--- src/rtl/game_pkg.sv ---
// Shared constants and helpers for the On-The-Run lane game controller.
// Contents: FSM state encoding, lane window bounds (signed 10-bit car
// offsets), LFSR seed/tap mask, screen size, and two small helper functions.
package game_pkg;

    localparam int SCREEN_W = 640;
    localparam int SCREEN_H = 480;

    localparam logic [2:0] ST_IDLE  = 3'd0;
    localparam logic [2:0] ST_SPAWN = 3'd1;
    localparam logic [2:0] ST_FALL  = 3'd2;
    localparam logic [2:0] ST_CRASH = 3'd3;
    localparam logic [2:0] ST_OVER  = 3'd4;

    // Polynomial x^8 + x^6 + x^5 + x^4 + 1; bit 7 is tap 8.
    localparam logic [7:0] LFSR_SEED = 8'hA5;
    localparam logic [7:0] LFSR_TAPS = 8'b1011_1000;

    localparam logic signed [9:0] LANE0_MIN = -10'sd242;
    localparam logic signed [9:0] LANE0_MAX = -10'sd154;
    localparam logic signed [9:0] LANE1_MIN = -10'sd130;
    localparam logic signed [9:0] LANE1_MAX = -10'sd29;
    localparam logic signed [9:0] LANE2_MIN = -10'sd10;
    localparam logic signed [9:0] LANE2_MAX = 10'sd78;
    localparam logic signed [9:0] LANE3_MIN = 10'sd80;
    localparam logic signed [9:0] LANE3_MAX = 10'sd135;

    // True when the car offset lies inside the (inclusive) window of a lane.
    function automatic logic lane_window_hit(input logic [1:0] lane,
                                             input logic signed [9:0] x);
        logic in_win;
        case (lane)
            2'd0:    in_win = (x >= LANE0_MIN) && (x <= LANE0_MAX);
            2'd1:    in_win = (x >= LANE1_MIN) && (x <= LANE1_MAX);
            2'd2:    in_win = (x >= LANE2_MIN) && (x <= LANE2_MAX);
            default: in_win = (x >= LANE3_MIN) && (x <= LANE3_MAX);
        endcase
        return in_win;
    endfunction

    function automatic logic [3:0] lane_onehot(input logic [1:0] lane);
        return 4'b0001 << lane;
    endfunction

endpackage

--- src/rtl/lfsr8.sv ---
// 8-bit Fibonacci LFSR (taps 8,6,5,4) used to pick obstacle lanes.
// Ports: clk, reset (sync, active-high, loads seed), seed (reload value),
//        lfsr_out (current register value). Advances every clock cycle.
module lfsr8
    import game_pkg::*;
(
    input  logic       clk,
    input  logic       reset,
    input  logic [7:0] seed,
    output logic [7:0] lfsr_out
);

    logic [7:0] lfsr_d;
    logic [7:0] lfsr_q;

    always_comb begin
        lfsr_d = {lfsr_q[6:0], ^(lfsr_q & LFSR_TAPS)};
    end

    always_ff @(posedge clk) begin
        if (reset) begin
            lfsr_q <= seed;
        end else begin
            lfsr_q <= lfsr_d;
        end
    end

    assign lfsr_out = lfsr_q;

endmodule

--- src/rtl/lane_game_sequencer.sv ---
// Top-level round sequencer for the On-The-Run game: drops one obstacle at a
// time into a pseudo-random lane, detects collisions with the car, keeps the
// score and fall speed.
// Inputs : clk, reset (sync, active-high), tick (game-step enable),
//          start_n (active-low start button), player_x (signed car offset).
// Outputs: move_en, obs_valid, obs_lane, obs_y, oncollision, check (one-hot
//          lane while in hit band), dead (active-low), score, state.
module lane_game_sequencer
    import game_pkg::*;
#(
    parameter int HIT_Y_MIN   = 350,
    parameter int HIT_Y_MAX   = 460,
    parameter int BOTTOM_Y    = SCREEN_H,
    parameter int SPEED_INIT  = 2,
    parameter int SPEED_MAX   = 8,
    parameter int SPEED_STEP  = 5,
    parameter int CRASH_TICKS = 60
)
(
    input  logic       clk,
    input  logic       reset,
    input  logic       tick,
    input  logic       start_n,
    input  logic [9:0] player_x,
    output logic       move_en,
    output logic       obs_valid,
    output logic [1:0] obs_lane,
    output logic [8:0] obs_y,
    output logic       oncollision,
    output logic [3:0] check,
    output logic       dead,
    output logic [7:0] score,
    output logic [2:0] state
);

    localparam logic [8:0] HIT_MIN    = 9'(HIT_Y_MIN);
    localparam logic [8:0] HIT_MAX    = 9'(HIT_Y_MAX);
    localparam logic [8:0] BOTTOM     = 9'(BOTTOM_Y);
    localparam logic [3:0] SPD_INIT   = 4'(SPEED_INIT);
    localparam logic [3:0] SPD_MAX    = 4'(SPEED_MAX);
    localparam logic [2:0] STEP_LAST  = 3'(SPEED_STEP - 1);
    localparam logic [5:0] CRASH_LAST = 6'(CRASH_TICKS - 1);

    logic [2:0] state_q, state_d;
    logic       move_en_q, move_en_d;
    logic       obs_valid_q, obs_valid_d;
    logic [1:0] obs_lane_q, obs_lane_d;
    logic [8:0] obs_y_q, obs_y_d;
    logic       oncollision_q, oncollision_d;
    logic [3:0] check_q, check_d;
    logic       dead_q, dead_d;
    logic [7:0] score_q, score_d;
    logic [3:0] speed_q, speed_d;
    logic [2:0] step_q, step_d;
    logic [5:0] crash_cnt_q, crash_cnt_d;
    logic       start_prev_q, start_prev_d;

    logic       start_press;
    logic       hit;
    logic       crash;
    logic [7:0] lfsr_value;

    lfsr8 u_lfsr (
        .clk      (clk),
        .reset    (reset),
        .seed     (LFSR_SEED),
        .lfsr_out (lfsr_value)
    );

    always_comb begin
        state_d       = state_q;
        obs_valid_d   = obs_valid_q;
        obs_lane_d    = obs_lane_q;
        obs_y_d       = obs_y_q;
        oncollision_d = oncollision_q;
        check_d       = check_q;
        dead_d        = dead_q;
        score_d       = score_q;
        speed_d       = speed_q;
        step_d        = step_q;
        crash_cnt_d   = crash_cnt_q;
        start_prev_d  = start_n;

        start_press = start_prev_q & ~start_n;
        hit         = (obs_y_q >= HIT_MIN) && (obs_y_q <= HIT_MAX);
        crash       = hit && lane_window_hit(obs_lane_q, $signed(player_x));

        case (state_q)
            ST_IDLE: begin
                if (start_press) begin
                    state_d = ST_SPAWN;
                    score_d = 8'd0;
                    speed_d = SPD_INIT;
                    step_d  = 3'd0;
                    dead_d  = 1'b1;
                end
            end
            ST_SPAWN: begin
                obs_lane_d  = lfsr_value[1:0];
                obs_y_d     = 9'd0;
                obs_valid_d = 1'b1;
                state_d     = ST_FALL;
            end
            ST_FALL: begin
                oncollision_d = hit;
                check_d       = hit ? lane_onehot(obs_lane_q) : 4'b0000;
                // Crash takes precedence over both retire and the tick
                // advance so the obstacle freezes where it hit the car.
                if (crash) begin
                    state_d     = ST_CRASH;
                    dead_d      = 1'b0;
                    crash_cnt_d = 6'd0;
                end else if (obs_y_q >= BOTTOM) begin
                    if (score_q != 8'hFF) begin
                        score_d = score_q + 8'd1;
                    end
                    obs_valid_d = 1'b0;
                    state_d     = ST_SPAWN;
                    if (step_q == STEP_LAST) begin
                        step_d = 3'd0;
                        if (speed_q < SPD_MAX) begin
                            speed_d = speed_q + 4'd1;
                        end
                    end else begin
                        step_d = step_q + 3'd1;
                    end
                end else if (tick) begin
                    obs_y_d = obs_y_q + {5'd0, speed_q};
                end
            end
            ST_CRASH: begin
                if (tick) begin
                    if (crash_cnt_q == CRASH_LAST) begin
                        crash_cnt_d   = 6'd0;
                        obs_valid_d   = 1'b0;
                        check_d       = 4'b0000;
                        oncollision_d = 1'b0;
                        state_d       = ST_OVER;
                    end else begin
                        crash_cnt_d = crash_cnt_q + 6'd1;
                    end
                end
            end
            ST_OVER: begin
                if (start_press) begin
                    state_d = ST_IDLE;
                end
            end
            default: begin
                state_d = ST_IDLE;
            end
        endcase

        // Registered from the next state so move_en lines up with state.
        move_en_d = (state_d == ST_SPAWN) || (state_d == ST_FALL);
    end

    always_ff @(posedge clk) begin
        if (reset) begin
            state_q       <= ST_IDLE;
            move_en_q     <= 1'b0;
            obs_valid_q   <= 1'b0;
            obs_lane_q    <= 2'd0;
            obs_y_q       <= 9'd0;
            oncollision_q <= 1'b0;
            check_q       <= 4'b0000;
            dead_q        <= 1'b1;
            score_q       <= 8'd0;
            speed_q       <= SPD_INIT;
            step_q        <= 3'd0;
            crash_cnt_q   <= 6'd0;
            start_prev_q  <= 1'b1;
        end else begin
            state_q       <= state_d;
            move_en_q     <= move_en_d;
            obs_valid_q   <= obs_valid_d;
            obs_lane_q    <= obs_lane_d;
            obs_y_q       <= obs_y_d;
            oncollision_q <= oncollision_d;
            check_q       <= check_d;
            dead_q        <= dead_d;
            score_q       <= score_d;
            speed_q       <= speed_d;
            step_q        <= step_d;
            crash_cnt_q   <= crash_cnt_d;
            start_prev_q  <= start_prev_d;
        end
    end

    assign state       = state_q;
    assign move_en     = move_en_q;
    assign obs_valid   = obs_valid_q;
    assign obs_lane    = obs_lane_q;
    assign obs_y       = obs_y_q;
    assign oncollision = oncollision_q;
    assign check       = check_q;
    assign dead        = dead_q;
    assign score       = score_q;

endmodule

--- config.mk ---
export PLATFORM = sky130hd
export DESIGN_NAME = lane_game_sequencer
export DESIGN_NICKNAME = d
export VERILOG_FILES = /design/src/rtl/game_pkg.sv /design/src/rtl/lfsr8.sv /design/src/rtl/lane_game_sequencer.sv
export SDC_FILE = /design/constraint.sdc
export NUM_CORES = 1
export LEC_CHECK = 0
export ABC_CLOCK_PERIOD_IN_PS = 2650
export CORE_ASPECT_RATIO = 1.1
export CORE_MARGIN = 8
export CORE_UTILIZATION = 35
export DETAILED_ROUTE_END_ITERATION = 10
export SETUP_SLACK_MARGIN = 0.15
export SYNTH_ARGS = -nofsm -noshare
export SYNTH_HDL_FRONTEND = slang
export SYNTH_SLANG_ARGS = --single-unit
export TNS_END_PERCENT = 50
--- constraint.sdc ---
create_clock -name clk -period 2.65 [get_ports clk]
set_clock_uncertainty 0.15 [all_clocks]
set_input_delay 0.3975 -clock clk [delete_from_list [all_inputs] [get_ports clk]]
set_output_delay 0.3975 -clock clk [all_outputs]
set_load 0.02 [all_outputs]
-- Yosys cells after proc, flatten, opt, wreduce, memory -nomap -nowiden
Index checks and enable logic that the tools add are counted.
- input port bits: 14
- output and inout bits: 30
- register bits: 52
- magnitude comparators: 12
- bitwise logic cells: 2
- eq/ne operators: 22
- $add $sub $neg: 5
- muxes and demuxes: 45
- reductions and logical operators: 22
- shift-type cells: 1
- operator list (operator ; count):
    $mux W4 ; 8
    $mux W8 ; 4
    $mux W3 ; 10
    $mux W9 ; 3
    $ne A2 B2 Y1 const B ; 11
    $ge A10 B9 Y1 const B ; 2
    $le A10 B9 Y1 const B ; 2
    $ge A9 B9 Y1 const B ; 2
    $mux W6 ; 3
    $pmux W9 S2 ; 1
    $pmux W4 S2 ; 2
    $pmux W8 S2 ; 1
    $pmux W3 S5 ; 1
    $pmux W6 S2 ; 1
    $ge A10 B5 Y1 const B ; 1
    $ge A10 B8 Y1 const B ; 1
    $le A10 B6 Y1 const B ; 1
    $le A10 B8 Y1 const B ; 1
    $reduce_and A5 Y1 ; 2
    $add A9 B4 Y9 ; 1
    $eq A3 B2 Y1 const B ; 3
    $le A9 B9 Y1 const B ; 1
    $reduce_and A3 Y1 ; 3
    $add A8 B1 Y8 const B ; 1
    26 further kinds ; 43

-- Depth between registers and ports, before layout
Gate-level depths: netlist of the first run.
- depth in word-level cells: 8
- gate-level depth with buffers: 8
- depth with buffers taken out: 7

-- Cells and area by module
From an unflattened synthesis of the first run, not the netlist that was laid out.
- cell total of the unflattened synthesis: 319
- area total of the unflattened synthesis: 2795.2 um^2
- by module, submodules not included (module ; cells each ; seq. area each (um^2) ; times used ; area an instance (um^2)):
    lane_game_sequencer ; 298 ; 880.8 ; 1 ; 2516.2
    lfsr8 ; 21 ; 160.2 ; 1 ; 279.0

-- Worst setup path after synthesis of the first run
OpenSTA, ideal clock, no wires.
- kind: input to register
- start: input port player_x[5]
- end: register obs_y_q[6] (netlist: obs_y[6])
- stages: 6
- buffers on the path: 0
- data arrival time: 1970 ps
- setup slack: 410 ps
- data required time: 2379 ps
- cells stage by stage: or4b_1 > o22ai_1 > a21oi_1 > a311o_4 > nand3_1 > mux2_2
- word-level cells in the longest chain between the ends: 6
- ends and longest elaborated chain (what ; line ; RTL):
    start, declared ; lane_game_sequencer.sv:24 ; input logic [9:0] player_x,
    $ge A10 B8 Y1 (tied with other cells) ; game_pkg.sv:36 ; default: in_win = (x >= LANE3_MIN) && (x <= LANE3_MAX);
    $logic_and A1 B1 Y1 (on tied branches) ; -- ;
    $pmux W1 S3 * ; game_pkg.sv:32 ; case (lane)
    $logic_and A1 B1 Y1 * ; lane_game_sequencer.sv:86 ; crash = hit && lane_window_hit(obs_lane_q, $signed(player_x));
    $ne A2 B2 Y1 (no source line) * ; -- ;
    $reduce_and A4 Y1 (no source line) * ; -- ;
    end signal, assigned ; lane_game_sequencer.sv:178 ; obs_y_q <= obs_y_d;
    end, declared ; lane_game_sequencer.sv:48 ; logic [8:0] obs_y_q, obs_y_d;
Every way passes the cells marked *; elsewhere a longest branch is shown, timed or not.
A chain may end at the register's enable or synchronous reset.

-- Worst setup path in the final report of the first run
- start: input port player_x[7]
- end: register crash_cnt_q[5]
- word-level cells in the longest chain between the ends: 6
- ends and longest elaborated chain (what ; line ; RTL):
    $ge A10 B8 Y1 (tied with other cells) ; game_pkg.sv:36 ;
    $logic_and A1 B1 Y1 (on tied branches) ; -- ;
    $pmux W1 S3 * ; game_pkg.sv:32 ;
    $logic_and A1 B1 Y1 * ; lane_game_sequencer.sv:86 ;
    $ne A2 B2 Y1 (no source line) * ; -- ;
    $reduce_and A3 Y1 (no source line) * ; -- ;
    end signal, assigned ; lane_game_sequencer.sv:185 ; crash_cnt_q <= crash_cnt_d;
    end, declared ; lane_game_sequencer.sv:55 ; logic [5:0] crash_cnt_q, crash_cnt_d;
Marks and branches as above.

==> impl_metrics.env, run 1 <==
export IMPL_netlist_area_leader_share=0.386
export IMPL_worst_slew_pin_slew_ps=519
export IMPL_cp_slowest_stage_delay_ps=530
export IMPL_ys_types=55
export IMPL_holdBufCountCts=0
export IMPL_root_buffer="clkbuf_8"
export IMPL_vdd_drop_max_v=0.000256
export IMPL_syn_num_nets=344
export IMPL_die_area_um2=10800
export IMPL_fp_row_count=33
export IMPL_n_antenna_cell=0
export IMPL_cellLeakagePower_nw=1.28
export IMPL_max_cap_violations=0
export IMPL_final_cell_area_um2=3480
export IMPL_io_buffers=43
export IMPL_hold_worst_slack_ps=267
export IMPL_ys_seq_area_frac=0.386
export IMPL_routed_wl_mm=6.73
export IMPL_setup_viol=0
export IMPL_status="completed"
export IMPL_vias=2464
export IMPL_cts_buffer_depth=2
export IMPL_drc=0
export IMPL_synth_most_common_cell="dfxtp_1"
export IMPL_max_slew_margin=0.652
export IMPL_crit_family="compound AO/OA/AOI/OAI gates"
export IMPL_syn_mean_instance_area_um2=8.42
export IMPL_fillers=757
export IMPL_start_kind="primary input"
export IMPL_drtIter0Drc=80
export IMPL_synthesis_instances=320
export IMPL_netlist_top_cells_count="dfxtp_1 (52), nor2_1 (39), nand2_1 (26)"
export IMPL_cts_tree="done"
export IMPL_cp_cell_sequence="clkdlybuf4s50_1 > or4b_1 > o22ai_2 > a21oi_2 > a311o_4 > buf_4 > a21oi_1 > o32ai_1"
export IMPL_slowest_stage="clkdlybuf4s50_1"
export IMPL_placed_area_um2=3360
export IMPL_min_period_over_period=0.930
export IMPL_drtAntennaViolNets=0
export IMPL_totalPowerFinal_mw=1.49
export IMPL_worstPathRequired_ps=2660
export IMPL_fin_util=0.465
export IMPL_die_y_um=108
export IMPL_clkLatencyLatePin_ps=300
export IMPL_pre_cts_ws_ps=-212
export IMPL_critPathMaxFanout=9
export IMPL_start_util=0.360
export IMPL_p_per_area_nw_per_um2=429
export IMPL_worst_setup_path_type="in -> reg"
export IMPL_synth_main_ff_cell="dfxtp_1"
export IMPL_cts_sinks=52
export IMPL_yosys_top_cells_area="dfxtp_1 (39%), nor2_1 (5.4%), ha_1 (4.2%)"
export IMPL_tns_ps=0
export IMPL_min_period_ps=2460
export IMPL_rsz0062_at_grt="no"
export IMPL_place_inst=476
export IMPL_overflow=0
export IMPL_yosysTopAreaCell="dfxtp_1"
export IMPL_finalNetCount=402
export IMPL_hold_viol=0
export IMPL_antenna_found_initial=0
export IMPL_avgViaCountPerCell=5.10
export IMPL_place_hpwl_mm=4.98
export IMPL_ys_warn_count=0
export IMPL_grt_use_total=0.125
export IMPL_final_cell_count_no_fill=483
export IMPL_hold_class="reg -> reg"
export IMPL_wl_per_cell_um=13.9
export IMPL_synth_area_um2=2690
export IMPL_fin_ws_ps=185
export IMPL_ys_async_sr_fraction=0
export IMPL_critPathBufInv=2
export IMPL_numCtsBuffers=5
export IMPL_place_congestion=0.848
export IMPL_ctsHtreeMaxLevel=2
export IMPL_fmax_ghz=0.406
export IMPL_cp_arrival_ps=2480
export IMPL_slew_violations=0
export IMPL_grt_pass1_vias=2352
export IMPL_dr_pass1_iters=4
export IMPL_grt_pass1_wl_mm=11.1
export IMPL_crit_path_end_kind="flop"
export IMPL_grt_max_degree=47
export IMPL_ios=44
export IMPL_synth_seq_cells=52
export IMPL_coreArea_um2=7470
export IMPL_area_growth_pct=29.1
export IMPL_synth_edf_count=0
export IMPL_drive_gt1_frac=0.127
export IMPL_clk_pin_slew_worst_paths_ps=80
export IMPL_die_w_um=99.6
registers in the layout (all words and copies together) (netlist names):
signal,flops
obs_lane,2
u_lfsr.lfsr_out,8
start_prev_q,1
score,8
oncollision,1
obs_valid,1
step_q,3
speed_q,4
dead,1
obs_y,9
check,4
state,3
move_en,1
crash_cnt_q,6
final timing paths:
path                                          from            endpoint  slack [ps]  depth (start not counted)
worst max-delay path                   player_x[7]      crash_cnt_q[5]         190                          8
worst min register to register  u_lfsr.lfsr_out[6]  u_lfsr.lfsr_out[7]         270                          1
worst min-delay path            u_lfsr.lfsr_out[6]  u_lfsr.lfsr_out[7]         270                          1
worst max register to register            state[2]      crash_cnt_q[5]         390                          8
power breakdown:
part           internal [mW]  leakage, nW  total [mW]  switching (mW)
Sequential             0.802        0.423       0.816          0.0140
Combinational         0.0933        0.808       0.197           0.104
Clock                  0.233       0.0503       0.479           0.246
cell usage in the layout, fill, tap and decap left out, types with 7 or more instances in the layout:
cell	instances
nor2b_1	14
nand3_1	7
clkdlybuf4s50_1	40
xor2_1	10
dfxtp_1	52
buf_4	18
and3_1	8
a21oi_1	13
ha_1	9
nand2_1	26
nor2_1	39
inv_1	12
o21ai_0	17
nand4_1	9
clkbuf_8	7
cell families after synthesis:
kind of cell,Yosys count,share of synthesized area
compound gates,74,0.190
xor+xnor,13,0.0423
fa+ha+maj,10,0.0492
buf+inv,23,0.0348
flops,52,0.386
mux,6,0.0228
simple gates,142,0.274
cell type report:
type	instances	area (µm²)	area share
clock buffer	7	96.3	0.0277
inverter	12	45.0	0.0129
multi-input combinational	245	1580	0.455
sequential	52	1040	0.299
tap	105	131	0.0378
timing repair buffer	62	582	0.167
per-layer routing:
layer  vias up  wire, µm  track usage
met4         0        99       0.0411
met3         7       370       0.0360
met5         -         0            0
met1      1144      3240        0.154
met2        54      3020        0.205
li1       1259         -            -
what timing repair did:
| item | 4_1_cts | 5_1_grt |
|---|---|---|
| endpoints found under the setup margin | 7 | 14 |
| gates resized for setup | 3 | 5 |
| cloned | 0 | 0 |
| buffers inserted | 0 | 0 |
worst reg2reg max path: stages (launching register included):
cell	delay, ps
dfxtp_1	410
nand4bb_1	240
a211oi_1	260
o21ai_0	130
buf_4	170
a311o_4	350
buf_4	190
a21oi_1	130
o32ai_1	90
Note: power is estimated with default switching activity, not from simulation.
==> inputs of run 2 (changes only) <==
==> constraint.sdc (replaced) <==
create_clock -name clk -period 2.65 [get_ports clk]
set_clock_uncertainty 0.15 [all_clocks]
set_input_delay 0.3975 -clock clk [delete_from_list [all_inputs] [get_ports clk]]
set_output_delay 0.3975 -clock clk [all_outputs]
set_load 0.01 [all_outputs]
==> results of run 2 <==
Same layout as run 1 (identical final DEF). Status: completed.
